===== config.mk =====
export PLATFORM = sky130hd
export DESIGN_NAME = crc_scheduler
export DESIGN_NICKNAME = d
export VERILOG_FILES = /design/src/rtl/crc_scheduler.sv
export SDC_FILE = /design/constraint.sdc
export NUM_CORES = 1
export LEC_CHECK = 0
export CORE_ASPECT_RATIO = 1.2
export CORE_MARGIN = 3
export CORE_UTILIZATION = 45
export DETAILED_ROUTE_END_ITERATION = 10
export PLACE_DENSITY = 0.76
export SLEW_MARGIN = 20
export SYNTH_ARGS = -nofsm -noshare
export SYNTH_HDL_FRONTEND = slang
export SYNTH_SLANG_ARGS = --single-unit

===== constraint.sdc =====
create_clock -name clk -period 2.2 [get_ports clk]
set_clock_uncertainty 0.15 [all_clocks]
set_input_delay 0.66 -clock clk [delete_from_list [all_inputs] [get_ports clk]]
set_output_delay 0.66 -clock clk [all_outputs]
set_load 0.05 [all_outputs]

===== src/rtl/crc_scheduler.sv =====
// Two-requester round-robin scheduler that runs a 66-bit serial CRC-16 (poly 0x8005)
// job per grant: requester 0 generates a CRC, requester 1 checks one against chk1.
module crc_scheduler (
  input  logic        clk,
  input  logic        rst_n,
  input  logic        req0,
  input  logic [65:0] data0,
  input  logic        req1,
  input  logic [65:0] data1,
  input  logic [15:0] chk1,
  output logic [1:0]  gnt,
  output logic        busy,
  output logic        done0,
  output logic        done1,
  output logic [15:0] crc_out,
  output logic        crc_ok
);

  localparam int unsigned DATA_W = 66;
  localparam int unsigned CRC_W  = 16;
  localparam int unsigned CNT_W  = 7;
  localparam logic [CRC_W-1:0] POLY     = CRC_W'(16'h8005);
  localparam logic [CNT_W-1:0] LAST_BIT = CNT_W'(DATA_W - 1);

  typedef enum logic [1:0] {
    S_IDLE  = 2'd0,
    S_SHIFT = 2'd1,
    S_DONE  = 2'd2
  } state_t;

  state_t            r_state,   w_state;
  logic [DATA_W-1:0] r_sr,      w_sr;
  logic [CRC_W-1:0]  r_crc,     w_crc;
  logic [CRC_W-1:0]  r_chk,     w_chk;
  logic [CNT_W-1:0]  r_cnt,     w_cnt;
  logic [1:0]        r_gnt,     w_gnt;
  logic              r_busy,    w_busy;
  logic              r_done0,   w_done0;
  logic              r_done1,   w_done1;
  logic [CRC_W-1:0]  r_crc_out, w_crc_out;
  logic              r_crc_ok,  w_crc_ok;
  logic              r_prefer1, w_prefer1;

  logic              w_fb;
  logic [CRC_W-1:0]  w_crc_step;
  logic              w_win1;

  // One serial CRC step on the shift-register MSB
  always_comb begin
    w_fb       = r_crc[CRC_W-1] ^ r_sr[DATA_W-1];
    w_crc_step = {r_crc[CRC_W-2:0], 1'b0} ^ (w_fb ? POLY : '0);
    w_win1     = req1 & (~req0 | r_prefer1);
  end

  // Next-state and next-output logic
  always_comb begin
    w_state   = r_state;
    w_sr      = r_sr;
    w_crc     = r_crc;
    w_chk     = r_chk;
    w_cnt     = r_cnt;
    w_gnt     = r_gnt;
    w_busy    = r_busy;
    w_done0   = r_done0;
    w_done1   = r_done1;
    w_crc_out = r_crc_out;
    w_crc_ok  = r_crc_ok;
    w_prefer1 = r_prefer1;

    case (r_state)
      S_IDLE: begin
        if (req0 || req1) begin
          w_gnt  = w_win1 ? 2'b10 : 2'b01;
          w_sr   = w_win1 ? data1 : data0;
          if (w_win1) begin
            w_chk = chk1;
          end
          w_crc   = '0;
          w_cnt   = '0;
          w_busy  = 1'b1;
          w_state = S_SHIFT;
        end
      end
      S_SHIFT: begin
        w_sr  = {r_sr[DATA_W-2:0], 1'b0};
        w_crc = w_crc_step;
        w_cnt = r_cnt + CNT_W'(1);
        if (r_cnt == LAST_BIT) begin
          w_crc_out = w_crc_step;
          w_crc_ok  = r_gnt[1] && (w_crc_step == r_chk);
          w_done0   = r_gnt[0];
          w_done1   = r_gnt[1];
          w_state   = S_DONE;
        end
      end
      S_DONE: begin
        w_done0   = 1'b0;
        w_done1   = 1'b0;
        w_gnt     = 2'b00;
        w_busy    = 1'b0;
        // Served requester 0 means requester 1 wins the next tie
        w_prefer1 = r_gnt[0];
        w_state   = S_IDLE;
      end
      default: begin
        w_state = S_IDLE;
      end
    endcase
  end

  // State and datapath registers
  always_ff @(posedge clk or negedge rst_n) begin
    if (!rst_n) begin
      r_state   <= S_IDLE;
      r_sr      <= '0;
      r_crc     <= '0;
      r_chk     <= '0;
      r_cnt     <= '0;
      r_gnt     <= '0;
      r_busy    <= 1'b0;
      r_done0   <= 1'b0;
      r_done1   <= 1'b0;
      r_crc_out <= '0;
      r_crc_ok  <= 1'b0;
      r_prefer1 <= 1'b0;
    end else begin
      r_state   <= w_state;
      r_sr      <= w_sr;
      r_crc     <= w_crc;
      r_chk     <= w_chk;
      r_cnt     <= w_cnt;
      r_gnt     <= w_gnt;
      r_busy    <= w_busy;
      r_done0   <= w_done0;
      r_done1   <= w_done1;
      r_crc_out <= w_crc_out;
      r_crc_ok  <= w_crc_ok;
      r_prefer1 <= w_prefer1;
    end
  end

  assign gnt     = r_gnt;
  assign busy    = r_busy;
  assign done0   = r_done0;
  assign done1   = r_done1;
  assign crc_out = r_crc_out;
  assign crc_ok  = r_crc_ok;

endmodule


==> flow_summary_export.csv, run 1 <==
group,metric,value,unit
yosys,synth-async-reset-ratio,100,%
floorplan,dieArea,0.0152,mm2
yosys,synth_nets,693,
global_routing,grt_pass1_vias,5097,
floorplan,start_util,46.4,%
timing,holdWs,333,ps
clock_network,cts.htree.levels,4,
clock_network,cts_hold_buf,1,
global_routing,grt-ovfl-total,0,
clock_network,cts_tree,"built",
timing,worst_pin_slew,576,ps
clock_network,clk_pin_slew,60,ps
global_routing,grt_pass1_wl,25000,um
yosys,syn_avg_cell_area,11.5,um2
finish,nFillCells,1009,
min_path,hp-class,"register to register",
finish,finish.instance_area,0.00884,mm2
placed_design,port_buffers,173,
worst_setup_path,crit_family,"buffers and inverters",
timing,rsz0062_at_grt,"false",
yosys,netlist_instances,539,
timing,period_needed,2100,ps
outcome,status,"finished, final reports clean",
yosys,ys_warn_count,0,
worst_setup_path,critPathRequiredTime,2340,ps
worst_setup_path,critPathMaxStageDelay,580,ps
run,cap_violations,0,
worst_setup_path,endpoint_kind,"register",
clock_network,clk_path_buf_depth,2,
clock_network,clock_latency,400,ps
finish,fin_util,66.5,%
finish,area_growth,43.1,%
finish,fin_nets,879,
worst_setup_path,cp.arrival,2230,ps
timing,setup_viol,0,
yosys,synth-seq-area-share,52.7,%
global_routing,grt_max_degree,72,
finish,drive_above_1_share,16.5,%
drt,vias_per_cell,5.46,
drt,totalWireLength,15300,um
worst_setup_path,crit_buf_inv,4,
placed_design,place_ws,-331,ps
timing,slew_headroom,61.2,%
yosys,synth_area,0.00617,mm2
power_and_ir_drop,powerDensity,1220,mW/mm2
floorplan,pin_count,174,
drt,drcViolationCount,0,
power_and_ir_drop,ir_drop,0.000800,V
timing,tns,0,ps
yosys,synth-edff-count,0,
timing,fmax,477,MHz
yosys,synth_ff_type,"dfrtp_1",
global_routing,antenna_found_initial,0,
placed_design,placed_area,0.00822,mm2
worst_setup_path,start_kind,"primary input",
worst_setup_path,crit_type,"primary input to register",
timing,finalHoldViolations,0,
placed_design,dp_hpwl,11200,um
worst_setup_path,path_cells,"clkdlybuf4s50_1 -> inv_2 -> o21ai_4 -> buf_12 -> buf_4 -> mux2i_1 -> o21ai_1",
finish,antennaDiodeCount,0,
timing,fin_ws,105,ps
drt,drt_iter0_drc,293,
drt,vias,4944,
yosys,yosys.area.top_type_share,52.7,%
drt,wl_per_cell,16.9,um
timing,final_max_slew_viol_count,0,
drt,drtPass1Iterations,4,
clock_network,cts_resized,0,
worst_setup_path,crit_fanout,11,
yosys,ys_types,44,
clock_network,cts_root_buf,"clkbuf_16",
placed_design,gp_congestion,0.738,
clock_network,clock-sinks,130,
timing,timing.final.crit_share,95.2,%
floorplan,die_w,113,um
yosys,yosys.area.top_type,"dfrtp_1",
power_and_ir_drop,power.leakage,4.13,nW
floorplan,die_h,134,um
floorplan,rows,46,
clock_network,cts_setup_buffers,0,
floorplan,core,0.0133,mm2
yosys,synth_top_cells_by_area,"dfrtp_1 53%, mux2i_1 11%, a22oi_1 7.9%",
worst_setup_path,cp_slowest_cell,"clkdlybuf4s50_1",
clock_network,numCtsBuffers,17,
drt,postRouteAntennaNets,0,
global_routing,grt_use_total,20.5,%
yosys,ys_ff_latch,130,
==> cells in the final DEF (no fill, tap or decap), types with 2 or more instances in the layout <==
master and instances:
clkdlybuf4s50_1 150, dfrtp_1 130, mux2i_1 65, a22oi_1 65
o21ai_0 48, buf_4 46, nand2_1 44, o21ai_1 35
mux2_2 19, clkbuf_16 17, xor2_1 16, buf_12 10
nor2_1 8, xnor2_1 7, mux2_4 7, nand3_1 6
mux2_1 4, a21oi_1 4, clkinvlp_4 4, inv_1 3
o22ai_1 3, o2bb2ai_1 3, nor4_1 3, clkinv_2 3
clkinv_4 3, bufinv_16 3, inv_2 2, and3_1 2
o31ai_1 2, or4_1 2, a211oi_1 2, and2_1 2
a31oi_1 2, ha_1 2
==> layer usage <==
layer	GRT usage, %	routed length [um]	vias to the layer above
li1	-	-	2357
met1	25.1	6210	2397
met2	35.2	8010	173
met3	5.19	842	17
met4	7.01	215	0
met5	0	0	-
==> worst paths after layout <==
check,start,to,slack [ps],cells past startpoint
max,req0,r_sr[27],100,7
min,busy,busy,330,2
max reg2reg,r_state[0],r_chk[1],380,4
min reg2reg,busy,busy,330,2
max in group asynchronous,rst_n,r_crc[7],810,3
min in group asynchronous,rst_n,crc_out[12],500,2
==> through the flow <==
step | instances | total power [mW]
after detailed placement | 873 | 7.91
after CTS | 906 | 10.8
after global routing | 906 | 11.4
after global placement | 873 | 7.73
final | 906 | 10.7
after floorplan | 539 | 6.56
==> synthesized netlist by cell type (5+ instances only) <==
cell / instances
o21ai_0: 48
a22oi_1: 65
buf_2: 11
nor2_1: 8
clkbuf_1: 14
xnor2_1: 7
nand2_1: 44
nand3_1: 6
mux2_4: 7
mux2_2: 19
xor2_1: 16
mux2i_1: 65
buf_6: 5
o21ai_1: 35
buf_4: 7
dfrtp_1: 130
==> worst min-delay path, stage by stage (launching register included) <==
cell and delay [ps]:
dfrtp_1 350, nand2_1 50, nand2_1 50
==> registers in the layout, summed over array words and instances, names as in the netlist <==
name / cells
crc_out: 16
busy: 1
r_chk: 16
r_state: 2
r_cnt: 7
r_sr: 66
done1: 1
r_prefer1: 1
gnt: 2
done0: 1
r_crc: 16
crc_ok: 1
==> report_power, final <==
part	total (mW)	internal, mW	switching (mW)
Combinational	3.68	1.73	1.94
Sequential	4.22	3.40	0.821
Clock	2.84	1.81	1.03
==> cell families (layout without fill, tap and decap cells) <==
family                   Yosys count  in the layout  synth area share, %
AO/OA/AOI/OAI                    169            169                 17.3
flip-flops                       130            130                 52.7
multiplexers                      95             95                 16.4
AND/OR/NAND/NOR                   75             75                 5.86
buffers and inverters             45            244                 4.03
XOR/XNOR                          23             23                 3.26
adder cells (fa/ha/maj)            2              2                0.405
==> area by class of cell <==
type,count,area [um2],share of cell area [%]
clock inverters,13,161,1.83
inverters,5,18.8,0.212
well taps,168,210,2.38
clock buffers,19,443,5.01
flip-flops and latches,130,3250,36.8
multi-input cells,364,2690,30.5
repair buffers,207,2060,23.3
Note: power is estimated with default switching activity, not from simulation.
==> run 2: changes to the inputs <==
Settings changed: SLEW_MARGIN 20 to 10.
==> results of run 2 <==
Same layout as run 1: the final DEF is identical, and so are final timing and power.
==> run 3: changes to the inputs <==
Settings changed: SKIP_LAST_GASP from default to 1.
Clock period 2.2 ns to 2.31 ns, I/O delays scaled along.
==> flow_summary_export.csv, run 3 (synthesized netlist as in run 1, its figures left out) <==
group,metric,value,unit
outcome,status,"finished, final reports clean",
global_routing,grt_max_degree,72,
min_path,hp-class,"primary input to async pin",
drt,postRouteAntennaNets,0,
clock_network,cts_resized,0,
worst_setup_path,path_cells,"clkdlybuf4s50_1 -> inv_2 -> o21ai_4 -> buf_12 -> buf_4 -> mux2i_1 -> o21ai_1",
global_routing,grt-ovfl-total,0,
timing,setup_viol,0,
finish,final_common_cell,"clkdlybuf4s50_1",
worst_setup_path,crit_end,"r_sr[27]",
placed_design,dp_hpwl,11300,um
floorplan,dieArea,0.0152,mm2
finish,largest_register_ff_count,66,
worst_setup_path,r2r_cells,5,
floorplan,rows,46,
timing,holdWs,146,ps
global_routing,grt_pass1_wl,25500,um
finish,antennaDiodeCount,0,
worst_setup_path,start_kind,"primary input",
global_routing,antenna_found_initial,0,
worst_setup_path,r2r_setup_slack,330,ps
placed_design,port_buffers,173,
finish,area_growth,43.1,%
timing,timing.final.crit_share,93.0,%
global_routing,grt_pass1_vias,5186,
timing,rsz0062_at_grt,"false",
timing,finalHoldViolations,0,
floorplan,core,0.0133,mm2
finish,fin_util,66.5,%
clock_network,cts_setup_buffers,0,
drt,totalWireLength,15400,um
clock_network,clock_latency,400,ps
placed_design,gp_congestion,0.739,
drt,vias_per_cell,5.47,
timing,slew_headroom,65.5,%
placed_design,place_ws,-258,ps
run,cap_violations,0,
floorplan,die_h,134,um
drt,drtPass1Iterations,5,
drt,drt_iter0_drc,301,
clock_network,numCtsBuffers,17,
drt,wl_per_cell,17.1,um
clock_network,clk_path_buf_depth,2,
floorplan,start_util,46.4,%
finish,drive_above_1_share,16.3,%
worst_setup_path,r2r_start,"r_state[0]",
drt,vias,4933,
timing,period_needed,2150,ps
finish,fin_nets,875,
clock_network,clock-sinks,130,
finish,largest_register,"r_sr",
timing,fin_ws,161,ps
clock_network,cts_hold_buf,0,
power_and_ir_drop,ir_drop,0.000819,V
clock_network,cts_root_buf,"clkbuf_16",
worst_setup_path,cp_slowest_cell,"clkdlybuf4s50_1",
floorplan,die_w,113,um
power_and_ir_drop,seqPwrFrac,38.7,%
worst_setup_path,cp.arrival,2280,ps
power_and_ir_drop,p_int,6.80,mW
worst_setup_path,crit_fanout,11,
floorplan,pin_count,174,
clock_network,cts_tree,"built",
timing,final_max_slew_viol_count,0,
worst_setup_path,reg2reg_to,"r_cnt[2]",
power_and_ir_drop,powerDensity,1180,mW/mm2
power_and_ir_drop,p_sw_share,34.7,%
worst_setup_path,crit_path_start,"req0",
clock_network,cts.htree.levels,4,
worst_setup_path,critPathRequiredTime,2440,ps
power_and_ir_drop,power.leakage,4.14,nW
drt,drcViolationCount,0,
worst_setup_path,endpoint_kind,"register",
clock_network,clk_pin_slew,50,ps
power_and_ir_drop,combPwrFrac,33.3,%
power_and_ir_drop,pwr-share-clk,28.0,%
timing,fmax,465,MHz
worst_setup_path,critPathMaxStageDelay,560,ps
finish,layout_common_cells,"150 x clkdlybuf4s50_1, 130 x dfrtp_1, 65 x mux2i_1, 65 x a22oi_1, 48 x o21ai_0",
power_and_ir_drop,p_sw,3.62,mW
worst_setup_path,crit_type,"primary input to register",
timing,worst_pin_slew,513,ps
global_routing,grt_use_total,20.9,%
## run 3: cell types whose count changed in the layout (fill, tap and decap cells not counted)
| cell | delta |
|---|---|
| clkbuf_1 | -1 |
| clkinv_2 | +1 |
| dlygate4sd3_1 | -1 |
| clkinvlp_4 | -2 |
| buf_4 | -2 |
| bufinv_16 | +2 |
| buf_12 | -1 |
## run 3: worst min path at each step
stage                     startpoint   endpoint  slack [ps]  depth (start not counted)
after floorplan                rst_n       busy         250                          0
after global placement          busy       busy         320                          2
after detailed placement        busy       busy         330                          2
after CTS                      rst_n  r_chk[12]         160                          2
after global routing           rst_n  r_chk[12]         170                          2
final                          rst_n  r_chk[11]         150                          2
## run 3: layout make-up
class	count	area, um2
clock inverters	14	211
well taps	168	210
flip-flops and latches	130	3250
multi-input cells	364	2690
repair buffers	203	2010
clock buffers	18	439
inverters	5	18.8
fillers	1004	4460
## run 3: power by group through the flow
stage / logic, mW / registers, mW / clock network [mW]
2_1_floorplan: 1.94 / 4.31 / 0
3_3_place_gp: 3.36 / 3.97 / 0
3_5_place_dp: 3.49 / 4.03 / 0
4_1_cts: 3.52 / 4.01 / 2.96
5_1_grt: 3.83 / 4.13 / 3.06
6_report: 3.47 / 4.03 / 2.92
## run 3: metal layers
metal / up-vias / share of wire (%) / global-route usage (%) / wire (um)
met4: 0 / 0.92 / 6.48 / 142
met1: 2396 / 41 / 25.6 / 6320
met5: - / 0 / 0 / 0
li1: 2353 / - / - / -
met2: 169 / 53 / 37.0 / 8120
met3: 15 / 5.5 / 4.38 / 841
## run 3: critical path: cells and delay by family
| family | cells | cell delay [ps] |
|---|---|---|
| multiplexers | 1 | 310 |
| AO/OA/AOI/OAI | 2 | 280 |
| buffers and inverters | 4 | 990 |
## run 3: per-stage QoR
| stage | power, mW | instance area, um2 | std cells | setup TNS [ps] |
|---|---|---|---|---|
| global route | 11.0 | 8840 | 902 | 0 |
| detailed placement | 7.52 | 8190 | 870 | -11840 |
| global placement | 7.33 | 8190 | 870 | -10750 |
| floorplan | 6.25 | 6170 | 539 | 0 |
| finish | 10.4 | 8840 | 902 | 0 |
| CTS | 10.5 | 8840 | 902 | 0 |
